--- config.mk ---
export PLATFORM = sky130hd
export DESIGN_NAME = regfile_mp
export DESIGN_NICKNAME = d
export VERILOG_FILES = /design/src/rtl/regfile_mp.sv
export SDC_FILE = /design/constraint.sdc
export NUM_CORES = 1
export LEC_CHECK = 0
export BUFFER_PORTS_ARGS = -buffer_cell sky130_fd_sc_hd__buf_2
export CORE_MARGIN = 4
export CORE_UTILIZATION = 44
export DETAILED_ROUTE_END_ITERATION = 7
export HOLD_SLACK_MARGIN = 0.12
export SLEW_MARGIN = 20
export SYNTH_ARGS = -nofsm -noshare
export SYNTH_HDL_FRONTEND = slang
export SYNTH_SLANG_ARGS = --single-unit
--- constraint.sdc ---
create_clock -name clk -period 1.56 [get_ports clk]
set_input_delay 0.078 -clock clk [delete_from_list [all_inputs] [get_ports clk]]
set_output_delay 0.078 -clock clk [all_outputs]
set_load 0.005 [all_outputs]
--- src/rtl/regfile_mp.sv ---
// regfile_mp: multi-port register file with optional hardwired R0, write bypass and busy scoreboard
module regfile_mp #(
  parameter int NUM_REGS = 16,
  parameter int DATA_W = 16,
  parameter int ZERO_REG = 0,
  parameter int BYPASS = 1,
  localparam int ADDR_W = $clog2(NUM_REGS)
) (
  input  logic                clk,
  input  logic                reset,
  input  logic [ADDR_W-1:0]   rd_addr0,
  input  logic [ADDR_W-1:0]   rd_addr1,
  output logic [DATA_W-1:0]   rd_data0,
  output logic [DATA_W-1:0]   rd_data1,
  output logic                rd_busy0,
  output logic                rd_busy1,
  input  logic                wr_en0,
  input  logic [ADDR_W-1:0]   wr_addr0,
  input  logic [DATA_W-1:0]   wr_data0,
  input  logic                wr_en1,
  input  logic [ADDR_W-1:0]   wr_addr1,
  input  logic [DATA_W-1:0]   wr_data1,
  input  logic                alloc_en,
  input  logic [ADDR_W-1:0]   alloc_reg,
  output logic [NUM_REGS-1:0] busy_vec
);
  logic [DATA_W-1:0] regs [NUM_REGS];
  logic [NUM_REGS-1:0] busy, busy_nxt;
  logic we0, we1, alc;
  logic [1:0][ADDR_W-1:0] ra;
  logic [1:0][DATA_W-1:0] rd;
  logic [1:0] rb;
  assign we0 = wr_en0 && reset && !(ZERO_REG != 0 && wr_addr0 == '0);
  assign we1 = wr_en1 && reset && !(ZERO_REG != 0 && wr_addr1 == '0);
  assign alc = alloc_en && reset && !(ZERO_REG != 0 && alloc_reg == '0);
  // writes clear their register's busy bit, then a same-cycle alloc sets it again
  always_comb begin
    busy_nxt = (busy & ~((NUM_REGS'(we0) << wr_addr0) | (NUM_REGS'(we1) << wr_addr1)))
             | (NUM_REGS'(alc) << alloc_reg);
  end
  // storage and scoreboard; port 1 is assigned last so it wins a same-address collision
  always_ff @(posedge clk or negedge reset) begin
    if (!reset) begin
      for (int i = 0; i < NUM_REGS; i++) regs[i] <= '0;
      busy <= '0;
    end else begin
      if (we0) regs[wr_addr0] <= wr_data0;
      if (we1) regs[wr_addr1] <= wr_data1;
      busy <= busy_nxt;
    end
  end
  assign ra = {rd_addr1, rd_addr0};
  for (genvar k = 0; k < 2; k++) begin : g_rd
    logic h0, h1, z;
    assign h0 = BYPASS != 0 && we0 && wr_addr0 == ra[k];
    assign h1 = BYPASS != 0 && we1 && wr_addr1 == ra[k];
    assign z = !reset || (ZERO_REG != 0 && ra[k] == '0);
    assign rd[k] = z ? '0 : h1 ? wr_data1 : h0 ? wr_data0 : regs[ra[k]];
    assign rb[k] = !z && busy[ra[k]] && !h0 && !h1;
  end
  assign rd_data0 = rd[0];
  assign rd_data1 = rd[1];
  assign rd_busy0 = rb[0];
  assign rd_busy1 = rb[1];
  assign busy_vec = busy;
endmodule

==> results_dict.tcl, run 1 <==
set metrics [dict create \
    status "complete, but fails checks" \
    violations "setup timing" \
    cts_tree "yes" \
    post_route_cells_drive_above_1_share 0.298 \
    synth_common_cells "272 x dfrtp_1, 256 x mux2i_1, 195 x nand2_1, 148 x o21ai_0, 134 x mux4_2" \
    cts_buffers 31 \
    finClkSkew_ns 0 \
    antenna_cells 0 \
    setup.worst_path.class "flip-flop to primary output" \
    p_sw_mw 7.72 \
    overflow 0 \
    power_frac_seq 0.410 \
    synth-seq-cells 272 \
    clockBufferDepth 3 \
    fin_cells 2407 \
    hold_viol 0 \
    arrival_ns 2.45 \
    path_delay_family "compound AO/OA/AOI/OAI gates" \
    place_inst 2285 \
    drtIter0Drc 1423 \
    clock-root-buffer "clkbuf_16" \
    ys_warn_count 0 \
    synthArstFlopShare 1.00 \
    maxCapViolations 0 \
    synth.distinct_cells 44 \
    maxSlewHeadroom 0.428 \
    required_ns 1.48 \
    path_max_fanout 2 \
    crit_slowest_cell "mux4_2" \
    die_area_sq_um 43500 \
    netlist_instances 1677 \
    setup_ws_ns -0.964 \
    via_count 14812 \
    critPathCaptureType "primary output" \
    setup_viol 34 \
    wl_per_cell_um 26.3 \
    ant_nets 0 \
    htree_num_levels 1 \
    rows 73 \
    core-area_sq_um 39700 \
    p_leak_nw 9.31 \
    wirelength_um 63200 \
    hpwl_um 40700 \
    cpPeakStageDelay_ns 0.48 \
    synth_top_area_frac 0.384 \
    grt_usage 0.284 \
    hold_path_class "input pin to async pin" \
    syn_avg_cell_area_sq_um 10.6 \
    placement.io_buffers 106 \
    grt_pass1_vias 14873 \
    syn-num-nets 1734 \
    yosys.area.top_type "dfrtp_1" \
    fin_crit_sh 1.62 \
    period_needed_ns 2.52 \
    post-place-ws_ns -0.575 \
    grt_max_degree 141 \
    clk_pin_slew_ns 0.06 \
    final_nets 1918 \
    route.detailed.drc 0 \
    grt_pass1_wl_um 95500 \
    start_util 0.446 \
    fin_util 0.557 \
    synth-edff-count 0 \
    vias_per_cell 6.15 \
    worstPathCellList "mux4_2, a22oi_2, buf_4, nand2_2, a221o_1, buf_2" \
    ir_drop_mv 0.881 \
    power_frac_comb 0.289 \
    ys_seq_area_frac 0.384 \
    total_power_mw 25.4 \
    p_int_mw 17.6 \
    drv_slew 0 \
    cts_sinks 272 \
    path_buf_inv 2 \
    yosysMostFrequentCell "dfrtp_1" \
    num_io_pins 107 \
    die_h_um 209 \
    synth_ff_type "dfrtp_1" \
    synth.area.top_cells "dfrtp_1 38%, mux4_2 17%, mux2i_1 14%, o21ai_0 4.2%, nand2_1 4.1%" \
    place_congestion 0.930 \
    drt_pass1_iterations 6 \
    die_w_um 209 \
    clkPwrFrac 0.301 \
    fmax_mhz 396 \
    area_growth_pct 24.9 \
    swShare 0.305 \
    tightest_slew_ns 0.856 \
    clock_latency_ns 0.57 \
    cp-start-kind "flip-flop" \
    antenna_found_initial 2 \
    rsz0062_at_grt "true" \
    syn-cell-area_sq_um 17700 \
    p_per_area_nw_per_um2 1150 \
]
## stage by stage
| step | hold slack, ns | cell area [sq um] | setup TNS, ns |
|---|---|---|---|
| final | 0.163 | 22100 | -27.99 |
| after detailed placement | 0.0840 | 20200 | -22.83 |
| after global placement | 0.0873 | 20200 | -27.19 |
| after CTS | 0.138 | 22000 | -27.85 |
| after global routing | 0.189 | 22100 | -29.84 |
| after floorplan | -0.218 | 17800 | -0.0272 |
## cell type report
cell class	instances	area, sq um
Clock buffer	46	932
Clock inverter	8	121
Fill cell	3363	17600
Inverter	3	11.3
Multi-Input combinational cell	1196	10200
Sequential cell	272	6810
Tap cell	525	657
Timing Repair Buffer	357	3420
## worst register-to-register path: cells and delay by family, from the launching register on
kind                   cells  cell delay (ns)
buffers and inverters      2             0.71
flip-flops                 1             0.38
AO/OA/AOI/OAI              1             0.09
multiplexers               1             0.11
## path summary, 6_finish.rpt
check                                       from                    end  cells after the start  slack, ns
max reg2reg                  regs[206]$_DFF_PN0_    regs[206]$_DFF_PN0_                      4       0.15
min                                        reset  busy_vec[8]$_DFF_PN0_                      3       0.16
min reg2reg                busy_vec[6]$_DFF_PN0_  busy_vec[6]$_DFF_PN0_                      1       0.56
max in group asynchronous                  reset  busy_vec[7]$_DFF_PN0_                      4       0.41
max                          regs[206]$_DFF_PN0_           rd_data1[14]                      6      -0.96
min in group clk                     wr_addr1[2]  busy_vec[2]$_DFF_PN0_                      5       0.17
## metal layers
metal  part of all wire  wire length (um)  global-route usage
met2               0.46             29300               0.445
met5            0.00021                13                   0
met3              0.083              5230              0.0446
met1               0.41             26100               0.402
met4              0.041              2580               0.111
## power by group through the flow
stage,combinational (mW),sequential (mW),clock [mW]
6_report,7.32,10.4,7.64
2_1_floorplan,4.63,9.94,0
3_5_place_dp,6.73,10.4,0
3_3_place_gp,6.55,10.3,0
4_1_cts,7.22,10.3,7.71
5_1_grt,7.92,10.6,7.97
## flip-flops by register name (all words and copies together) (netlist names)
signal    cells
regs        256
busy_vec     16
## timing repair
action | 4_1_cts | 5_1_grt
endpoints found under the setup margin | 34 | 48
pin swaps | 29 | 5
hold endpoints to repair | 544 | 0
gates resized for setup | 42 | 11
hold buffers | 57 | 0
buffers inserted | 6 | 5
## kinds of logic (layout without fill, tap and decap cells)
family | Yosys count | count (layout) | synth area share
buffers and inverters | 209 | 414 | 0.0552
DFF | 272 | 272 | 0.384
and+or+nand+nor | 418 | 418 | 0.106
xor gates and xnor gates | 16 | 16 | 0.00791
AOI/OAI and AO/OA | 368 | 368 | 0.125
muxes | 394 | 394 | 0.321
## layout by cell type, fill, tap and decap left out, types with 5 or more instances in the layout
cell,instances
and2_1,36
o21ai_0,148
a221o_1,32
buf_12,64
mux2i_1,256
buf_4,132
a32o_1,5
nor2_4,5
nand2b_1,6
nor2_2,8
buf_2,99
a21oi_1,112
nor2b_1,6
a22oi_1,34
nand2_1,186
xnor2_1,6
dlygate4sd3_1,51
nand2_2,9
a22oi_2,30
dlymetal6s4s_1,6
mux4_2,137
xor2_1,10
dfrtp_1,272
a22o_1,5
nor2_1,123
nand3_1,6
clkbuf_1,5
clkbuf_8,10
clkbuf_16,31
Note: power is estimated with default switching activity, not from simulation.
==> run 2, diff against run 1 <==
--- a/config.mk
+++ b/config.mk
@@ -5,6 +5,7 @@
 export SDC_FILE = /design/constraint.sdc
 export NUM_CORES = 1
 export LEC_CHECK = 0
+export ABC_AREA = 1
 export BUFFER_PORTS_ARGS = -buffer_cell sky130_fd_sc_hd__buf_2
 export CORE_MARGIN = 4
 export CORE_UTILIZATION = 44
==> constraint.sdc (replaced) <==
create_clock -name clk -period 2.3 [get_ports clk]
set_input_delay 0.115 -clock clk [delete_from_list [all_inputs] [get_ports clk]]
set_output_delay 0.115 -clock clk [all_outputs]
set_load 0.005 [all_outputs]
==> results_dict.tcl, run 2 <==
set metrics [dict create \
    hpwl_um 55300 \
    placement.io_buffers 106 \
    fmax_mhz 445 \
    path_max_fanout 3 \
    required_ns 2.18 \
    place_area_sq_um 20000 \
    antenna_found_initial 3 \
    ant_nets 0 \
    syn-cell-area_sq_um 18800 \
    status "completed" \
    post-place-ws_ns 0.356 \
    largest_reg_flops 256 \
    hold_ws_ns 0.121 \
    cp_num_cells 9 \
    fin_crit_sh 0.977 \
    synth_top_area_frac 0.363 \
    r2r-start "busy_vec[7]$_DFF_PN0_" \
    vias_per_cell 6.40 \
    layout_commonest_cell "nand2_1" \
    core-area_sq_um 42000 \
    hold_viol 0 \
    post-route-cell-area_sq_um 21500 \
    die_area_sq_um 46000 \
    fin_cells 3360 \
    cts_sinks 272 \
    total_power_mw 18.0 \
    die_h_um 214 \
    r2r_setup_slack_ns 1.02 \
    cts_buffers 35 \
    path_delay_family "simple AND/OR/NAND/NOR gates" \
    rows 75 \
    finClkSkew_ns 0 \
    clock_latency_ns 0.55 \
    period_needed_ns 2.25 \
    yosys.area.top_type "dfrtp_1" \
    cp_common_cell "nand3_1" \
    via_count 21517 \
    route.detailed.drc 0 \
    cp-start-kind "flip-flop" \
    place_inst 3269 \
    clockBufferDepth 3 \
    setup_ws_ns 0.0538 \
    yosysMostFrequentCell "nand2_1" \
    crit_slowest_cell "dfrtp_1" \
    endpoint "rd_data0[5]" \
    synth_common_cells "626 x nand2_1, 354 x nand3_1, 307 x o211ai_1, 304 x o21ai_0, 289 x inv_1" \
    cts_tree "yes" \
    drv_slew 0 \
    cp-startpoint "regs[85]$_DFF_PN0_" \
    place_congestion 1.00 \
    maxSlewHeadroom 0.366 \
    rsz0062_at_grt "false" \
    grt_usage 0.369 \
    synth-edff-count 0 \
    synth.distinct_cells 32 \
    synthArstFlopShare 1.00 \
    ys_warn_count 0 \
    wirelength_um 88000 \
    path_buf_inv 2 \
    syn_avg_cell_area_sq_um 6.78 \
    drtIter0Drc 3436 \
    r2r-end "busy_vec[7]$_DFF_PN0_" \
    cts_setup_buffers 0 \
    post_route_cells_drive_above_1_share 0.107 \
    drt_pass1_iterations 6 \
    synth_ff_type "dfrtp_1" \
    die_w_um 214 \
    final_cell_mix "626 x nand2_1, 354 x nand3_1, 307 x o211ai_1" \
    p_leak_nw 10.1 \
    clock-root-buffer "clkbuf_16" \
    ys_seq_area_frac 0.363 \
    cpPeakStageDelay_ns 0.33 \
    largest-register "regs" \
    critPathCaptureType "primary output" \
    fin_setup_tns_ns 0 \
    r2r_cells 3 \
    synth.area.top_cells "dfrtp_1 36%, nand2_1 13%, o211ai_1 12%, nand3_1 9.4%, o21ai_0 8.1%" \
    syn-num-nets 2823 \
    grt_pass1_vias 20051 \
    maxCapViolations 0 \
    setup_viol 0 \
    grt_max_degree 110 \
    setup.worst_path.class "flip-flop to primary output" \
    arrival_ns 2.13 \
    hold_path_class "input pin to async pin" \
    start_util 0.446 \
    grt_pass1_wl_um 130000 \
    num_io_pins 107 \
    tightest_slew_ns 0.951 \
    fin_util 0.512 \
    worstPathCellList "inv_1, nand2_1, nand3_1, nand3_1, nand3_1, nand3_1, nand2_1, a21oi_1, buf_2" \
    wl_per_cell_um 26.2 \
    p_per_area_nw_per_um2 836 \
    clk_pin_slew_ns 0.07 \
    overflow 0 \
    area_growth_pct 14.8 \
    synth-seq-cells 272 \
    final_nets 2853 \
    ir_drop_mv 0.474 \
    htree_num_levels 2 \
    netlist_instances 2766 \
]
==> run 2: cell count changes after synthesis, sizes merged, moves of 42 or more <==
cell	delta
a211oi	+42
a21oi	+46
a22oi	-64
clkbuf	+58
inv	+295
mux2i	-256
mux4	-138
nand2	+433
nand3	+349
o211ai	+307
o21ai	+170
==> run 2: worst register-to-register path, delay by kind of cell, from the launching register on <==
kind	cells	cell delay [ns]
buf+inv	1	0.55
compound gates	1	0.08
simple gates	1	0.11
flops	1	0.43
==> run 2: worst min-delay path by stage <==
| stage | from | endpoint | slack, ns | depth (start not counted) |
|---|---|---|---|---|
| 2_1_floorplan | reset | busy_vec[0]$_DFF_PN0_ | -0.18 | 0 |
| 3_3_place_gp | reset | regs[101]$_DFF_PN0_ | 0.26 | 2 |
| 3_5_place_dp | reset | regs[101]$_DFF_PN0_ | 0.26 | 2 |
| 4_1_cts | wr_data0[1] | regs[1]$_DFF_PN0_ | 0.12 | 4 |
| 5_1_grt | reset | regs[8]$_DFF_PN0_ | 0.15 | 3 |
| 6_report | reset | regs[12]$_DFF_PN0_ | 0.12 | 3 |
==> run 2: repair_timing <==
item | 4_1_cts | 5_1_grt
endpoints found under the hold margin | 310 | 0
resized for setup | 0 | 5
hold buffers | 29 | 0
setup endpoints to repair | 0 | 5
==> run 2: layout make-up <==
cell class,instances,area [sq um]
clock inverters,7,114
repair buffers,247,1920
well taps,539,674
flip-flops and latches,272,6810
clock buffers,53,1060
fillers,4167,20500
multi-input cells,1936,9820
inverters,304,1140
diodes,2,5.00
==> run 2: kinds of logic (layout without fill, tap and decap cells) <==
logic type	Yosys count	after routing	synth area share
AO/OA/AOI/OAI	832	832	0.270
XOR/XNOR	6	6	0.00280
buffers and inverters	558	611	0.114
flip-flops	272	272	0.363
other	0	2	0
AND/OR/NAND/NOR	1098	1098	0.250
==> run 2: report_power, final <==
group          switching, mW  internal, mW
clock network           2.29          3.49
logic                   3.46          2.07
registers              0.641          6.05
total                   6.39          11.6
==> run 2: metal layers <==
layer / vias to the layer above / routed length (um) / GRT usage
li1: 9470 / - / -
met1: 10035 / 32700 / 0.485
met2: 1607 / 36200 / 0.534
met3: 399 / 12100 / 0.103
met4: 6 / 6840 / 0.235
met5: - / 171 / 0.0219
